==> src/rtl/serializer.sv <==
// rtl/serializer.sv - parallel-to-serial converter, one WIDTH-bit word every WIDTH bit-clock cycles
module serializer #(
    parameter int WIDTH     = 10,
    parameter bit MSB_FIRST = 1'b0
) (
    input  logic             clk,
    input  logic             rst,
    input  logic             en,
    input  logic [WIDTH-1:0] data,
    output logic             data_req,
    output logic             serialized,
    output logic             word_start
);

    localparam int             CW   = (WIDTH > 1) ? $clog2(WIDTH) : 1;
    localparam logic [CW-1:0]  LAST = CW'(WIDTH - 1);

    logic [CW-1:0]    cnt;
    logic [WIDTH-1:0] shreg;
    logic             load;
    logic             first_bit;
    logic             next_bit;

    // A load happens on the enabled edge that closes the current frame.
    assign load     = en && (cnt == LAST);
    assign data_req = rst && load;

    // First bit is taken from live data on the load edge; later bits come
    // from the captured copy only, so data may change freely between loads.
    assign first_bit = MSB_FIRST ? data[WIDTH-1] : data[0];
    assign next_bit  = MSB_FIRST ? shreg[WIDTH-2] : shreg[1];

    // Frame counter, captured word and registered serial outputs.
    always_ff @(posedge clk or negedge rst) begin
        if (!rst) begin
            cnt        <= LAST;
            shreg      <= '0;
            serialized <= 1'b0;
            word_start <= 1'b0;
        end else if (!en) begin
            cnt        <= LAST;
            serialized <= 1'b0;
            word_start <= 1'b0;
        end else if (load) begin
            cnt        <= '0;
            shreg      <= data;
            serialized <= first_bit;
            word_start <= 1'b1;
        end else begin
            cnt        <= cnt + CW'(1);
            serialized <= next_bit;
            word_start <= 1'b0;
            // Rotate so the next bit to send always sits in the same position.
            shreg      <= MSB_FIRST ? {shreg[WIDTH-2:0], shreg[WIDTH-1]}
                                    : {shreg[0], shreg[WIDTH-1:1]};
        end
    end

endmodule

==> config.mk <==
export PLATFORM = sky130hd
export DESIGN_NAME = serializer
export DESIGN_NICKNAME = d
export VERILOG_FILES = /design/src/rtl/serializer.sv
export SDC_FILE = /design/constraint.sdc
export NUM_CORES = 1
export LEC_CHECK = 0
export CAP_MARGIN = 10
export CORE_MARGIN = 2
export CORE_UTILIZATION = 45
export CTS_BUF_LIST = sky130_fd_sc_hd__clkbuf_2
export CTS_CLUSTER_DIAMETER = 50
export CTS_CLUSTER_SIZE = 14
export DETAILED_ROUTE_END_ITERATION = 8
export MAX_ROUTING_LAYER = met4
export PLACE_DENSITY_LB_ADDON = 0.1
export SLEW_MARGIN = 30
export SYNTH_ARGS = -nofsm -noshare
export SYNTH_HDL_FRONTEND = slang
export SYNTH_SLANG_ARGS = --single-unit
export TNS_END_PERCENT = 30
==> constraint.sdc <==
create_clock -name clk -period 2.3 [get_ports clk]
set_input_delay 0.69 -clock clk [delete_from_list [all_inputs] [get_ports clk]]
set_output_delay 0.69 -clock clk [all_outputs]
set_load 0.02 [all_outputs]
* Yosys cells after proc, flatten, opt, wreduce, memory -nomap -nowiden
Cells that the tools add are included.
** Word-level totals
- Flip-flop bits (word level) :: 16
- Word-level logic and storage cells :: 15
- Output and inout port bits :: 3
** Operators by class
- Reduce and logical (&&, ||, !) cells :: 2
- $add $sub $neg :: 1
- Muxes and demuxes :: 7
- Eq/ne operators :: 1
** Operators by type and width (count)
- $mux 10 :: 1
- $mux 4 :: 2
- $add 4x1->4 const B :: 1
- $eq 4x4->1 const B :: 1
- $mux 1 :: 4
- $logic_and 1x1->1 :: 2

* Depth between registers and ports, before layout
- Depth after elaboration :: 4
- Depth in mapped cells :: 6

* Least setup slack after synthesis
Ideal clock, no wire load.
- Path kind :: reg-to-output
- Start point :: reg cnt[0]
- End point :: out data_req
- Cell stages (with the launch flop) :: 5
- Arrival :: 1256 ps
- Slack :: 354 ps
- Path through :: dfstp_2 > ha_1 > and3b_2 > buf_6 > and3_2
** Between the ends
- Cells in the longest elaborated chain, start to end :: 3
** Ends and longest elaborated chain
- from (decl) :: line 18 : logic [CW-1:0] cnt;
- from (signal assigned) :: line 50 : cnt <= cnt + CW'(1);
- $eq 4x4->1 :: line 25 : assign load = en && (cnt == LAST);
- $logic_and 1x1->1 :: line 25
- $logic_and 1x1->1 :: line 26 : assign data_req = rst && load;
- to (decl) :: line 10 : output logic data_req,
No other way between the ends.

* Final worst setup path
Ends and elaborated chain as after synthesis.

==> results.tsv <==
metric	value	unit
cells_taking_the_most_area_after_synthesis	sky130_fd_sc_hd__dfrtp_1 47%, sky130_fd_sc_hd__nand2_1 10%, sky130_fd_sc_hd__a31oi_1 7.6%	
seqPwrFrac	49.5	%
period_share	94.86	%
dp_cells	109	
ant_nets	0	
floorplan.die_area	1983	um2
setup.worst_path.class	flip-flop to output port	
critical_path.n_buffers_inverters	1	
grt_remaining_overflow	0	
post-route-drc-count	0	
post_route_cells_drive_above_1_share	17.53	%
vdd.ir_drop.worst	0.4255	mV
cts_inserted_buffers	3	
finish.cell_count_without_fillers	113	
utilization	62.15	%
route.met2.wl	663	um
root_buffer	sky130_fd_sc_hd__clkbuf_2	
clock_tree.buffer_depth	2	
cts_max_level	1	
outcome	finished, final reports clean	
internal_power	0.0005552	W
synth_top_area_share	47.38	%
startpoint_type	flip-flop	
layout_commonest_cell	sky130_fd_sc_hd__nand2_1	
path_delay_family	flip-flops	
cts.clk_slew.worst_paths	160	ps
syn_to_final_growth	28.09	%
timing.hold.worst.class	flip-flop to flip-flop	
maxSlewViolCount	0	
syn_area	739.5	um2
drt_pre_antenna_iters	5	
max-slew-margin-rel	68.93	%
critical_path.max_fanout	3	
place.gp.congestion	0.7076	
timing.critical_path.required	1610	ps
tightest_slew	464.6	ps
die_width	44.54	um
mostFrequentLayoutCells	20 x sky130_fd_sc_hd__nand2_1, 14 x sky130_fd_sc_hd__dfrtp_1, 14 x sky130_fd_sc_hd__clkdlybuf4s50_1	
critical_path.max_stage_delay	580	ps
post_dp_cell_area	914.6	um2
hold_violations_final	0	
antenna_violations_before_repair	0	
seq_area_frac_synth	54.48	%
p_sw_share	34.10	%
vias_per_cell	5.212	
power.combinational.fraction	35.6	%
met1_length	641	um
grt_pass1_wl	2.546	mm
worst_path_max_delay_cell	sky130_fd_sc_hd__dfstp_2	
timing.critical_path.arrival	1490	ps
p_switching	0.0002873	W
power_density	889.5	nW/um2
element_type_at_the_critical_path_end	output port	
grt_setup_unrepaired	no	
core_area	1524	um2
cell_accounting_for_the_most_synthesized_area	sky130_fd_sc_hd__dfrtp_1	
drt-wirelength-per-cell	12.42	um
max_cap_violations	0	
cts.sink_count	16	
share_of_total_power_in_the_clock_network	14.9	%
wl_met3	85	um
cellLeakagePower	0.4289	nW
synth.net_count	93	
dpl.hpwl	951	um
grt_start_max_net_pins	26	
topRoutingLayerUsed	met4	
worst_skew_pair.late_latency	290	ps
fin_worst_skew	16.57	ps
io_pins	16	
synth_cells	78	
holdBufCountCts	0	
report.final.setup_viol	0	
postCtsSetupRepairBufs	0	
holdWs	545.1	ps
chipHeight	44.54	um
timing.critical_path.cells	ha_4 > and3b_2 > and3_2 > buf_6	
antenna_diodes	0	
period_minus_slack	2182	ps
dr.first_iter.drc_count	11	
postLayoutCellArea	947.2	um2
postSynthAreaPerCell	9.480	um2
cts_tree	built	
routed_wirelength	1.403	mm
grt.total_usage	18.68	%
yosys_warnings	0	
num-nets-final	113	
fp-row-count	14	
timing.fmax	458.4	MHz
synth_cell_type_count	22	
design_power_total	0.0008425	W
buffer_ports.inserted	15	
initial_utilization	48.52	%
grt_pass1_vias	593	
num_vias	589	
ys_ff_latch	16	
[path summary, 6_finish.rpt]
path	slack (ps)	endpoint	from	cells past startpoint
setup / recovery	120	data_req	cnt[0]	4
hold / removal	550	shreg[4]	shreg[5]	2
setup reg to reg	750	shreg[0]	cnt[0]	4
hold reg to reg	550	shreg[4]	shreg[5]	2
max in group asynchronous	1310	cnt[0]	rst	2
min in group asynchronous	720	shreg[2]	rst	2
[logic make-up after synthesis]
logic type | Yosys count | share of synthesized area [%]
and+or+nand+nor | 38 | 22.67
DFF | 16 | 54.48
AOI/OAI and AO/OA | 13 | 10.83
buffers and inverters | 6 | 4.906
xor gates and xnor gates | 2 | 2.369
adders and majority gates | 2 | 3.384
muxes | 1 | 1.354
[cell usage after synthesis (all sizes together)]
| master | number |
|---|---|
| a21o | 1 |
| a21oi | 1 |
| a31oi | 9 |
| and2 | 1 |
| and3 | 1 |
| and3b | 1 |
| buf | 4 |
| clkbuf | 1 |
| dfrtp | 14 |
| dfstp | 2 |
| ha | 2 |
| inv | 1 |
| mux2i | 1 |
| nand2 | 20 |
| nand3b | 1 |
| nor2 | 12 |
| nor2b | 1 |
| o21ai | 2 |
| or2b | 1 |
| xnor2 | 2 |
[worst min-delay path: cells and delay by family (launching register included)]
kind | cells | cell delay, ps
DFF | 1 | 420
AOI/OAI and AO/OA | 1 | 70
and+or+nand+nor | 1 | 60
[power groups by stage]
stage / logic [W] / registers [W] / clock network (W)
6_report: 0.000300 / 0.000417 / 0.000125
5_1_grt: 0.000342 / 0.000428 / 0.000151
4_1_cts: 0.000296 / 0.000416 / 0.000132
3_5_place_dp: 0.000297 / 0.000421 / 0
3_3_place_gp: 0.000290 / 0.000417 / 0
2_1_floorplan: 0.000202 / 0.000423 / 0
[stage by stage]
| stage | setup TNS, ps | worst slack [ps] |
|---|---|---|
| 2_1_floorplan | 0 | 353.5 |
| 3_3_place_gp | -364.8 | -364.8 |
| 3_5_place_dp | -354.1 | -354.1 |
| 4_1_cts | 0 | 32.62 |
| 5_1_grt | 0 | 10.69 |
| 6_report | 0 | 118.3 |
[metal layers]
layer  track usage (%)  up-vias
li1                  -      295
met3             6.122        4
met5                 -        -
met2             28.99       18
met1             22.37      272
met4             7.273        0
[timing repair]
action                                  CTS  global route
endpoints found under the setup margin    1             1
pin swaps                                 0             0
gates resized for setup                   4             4
[state kept, by name, summed over array words and instances, names as in the netlist]
name and count:
word_start 1, shreg 10, cnt 4, serialized 1
[cell type report]
class / instances / area, um2
timing repair buffer: 20 / 188.9
clock buffer: 3 / 15.01
sequential: 16 / 402.9
clock inverter: 1 / 3.754
inverter: 1 / 3.754
multi-input combinational: 56 / 312.8
tap: 16 / 20.02
fill: 131 / 576.8
(Power assumes the default switching activity.)
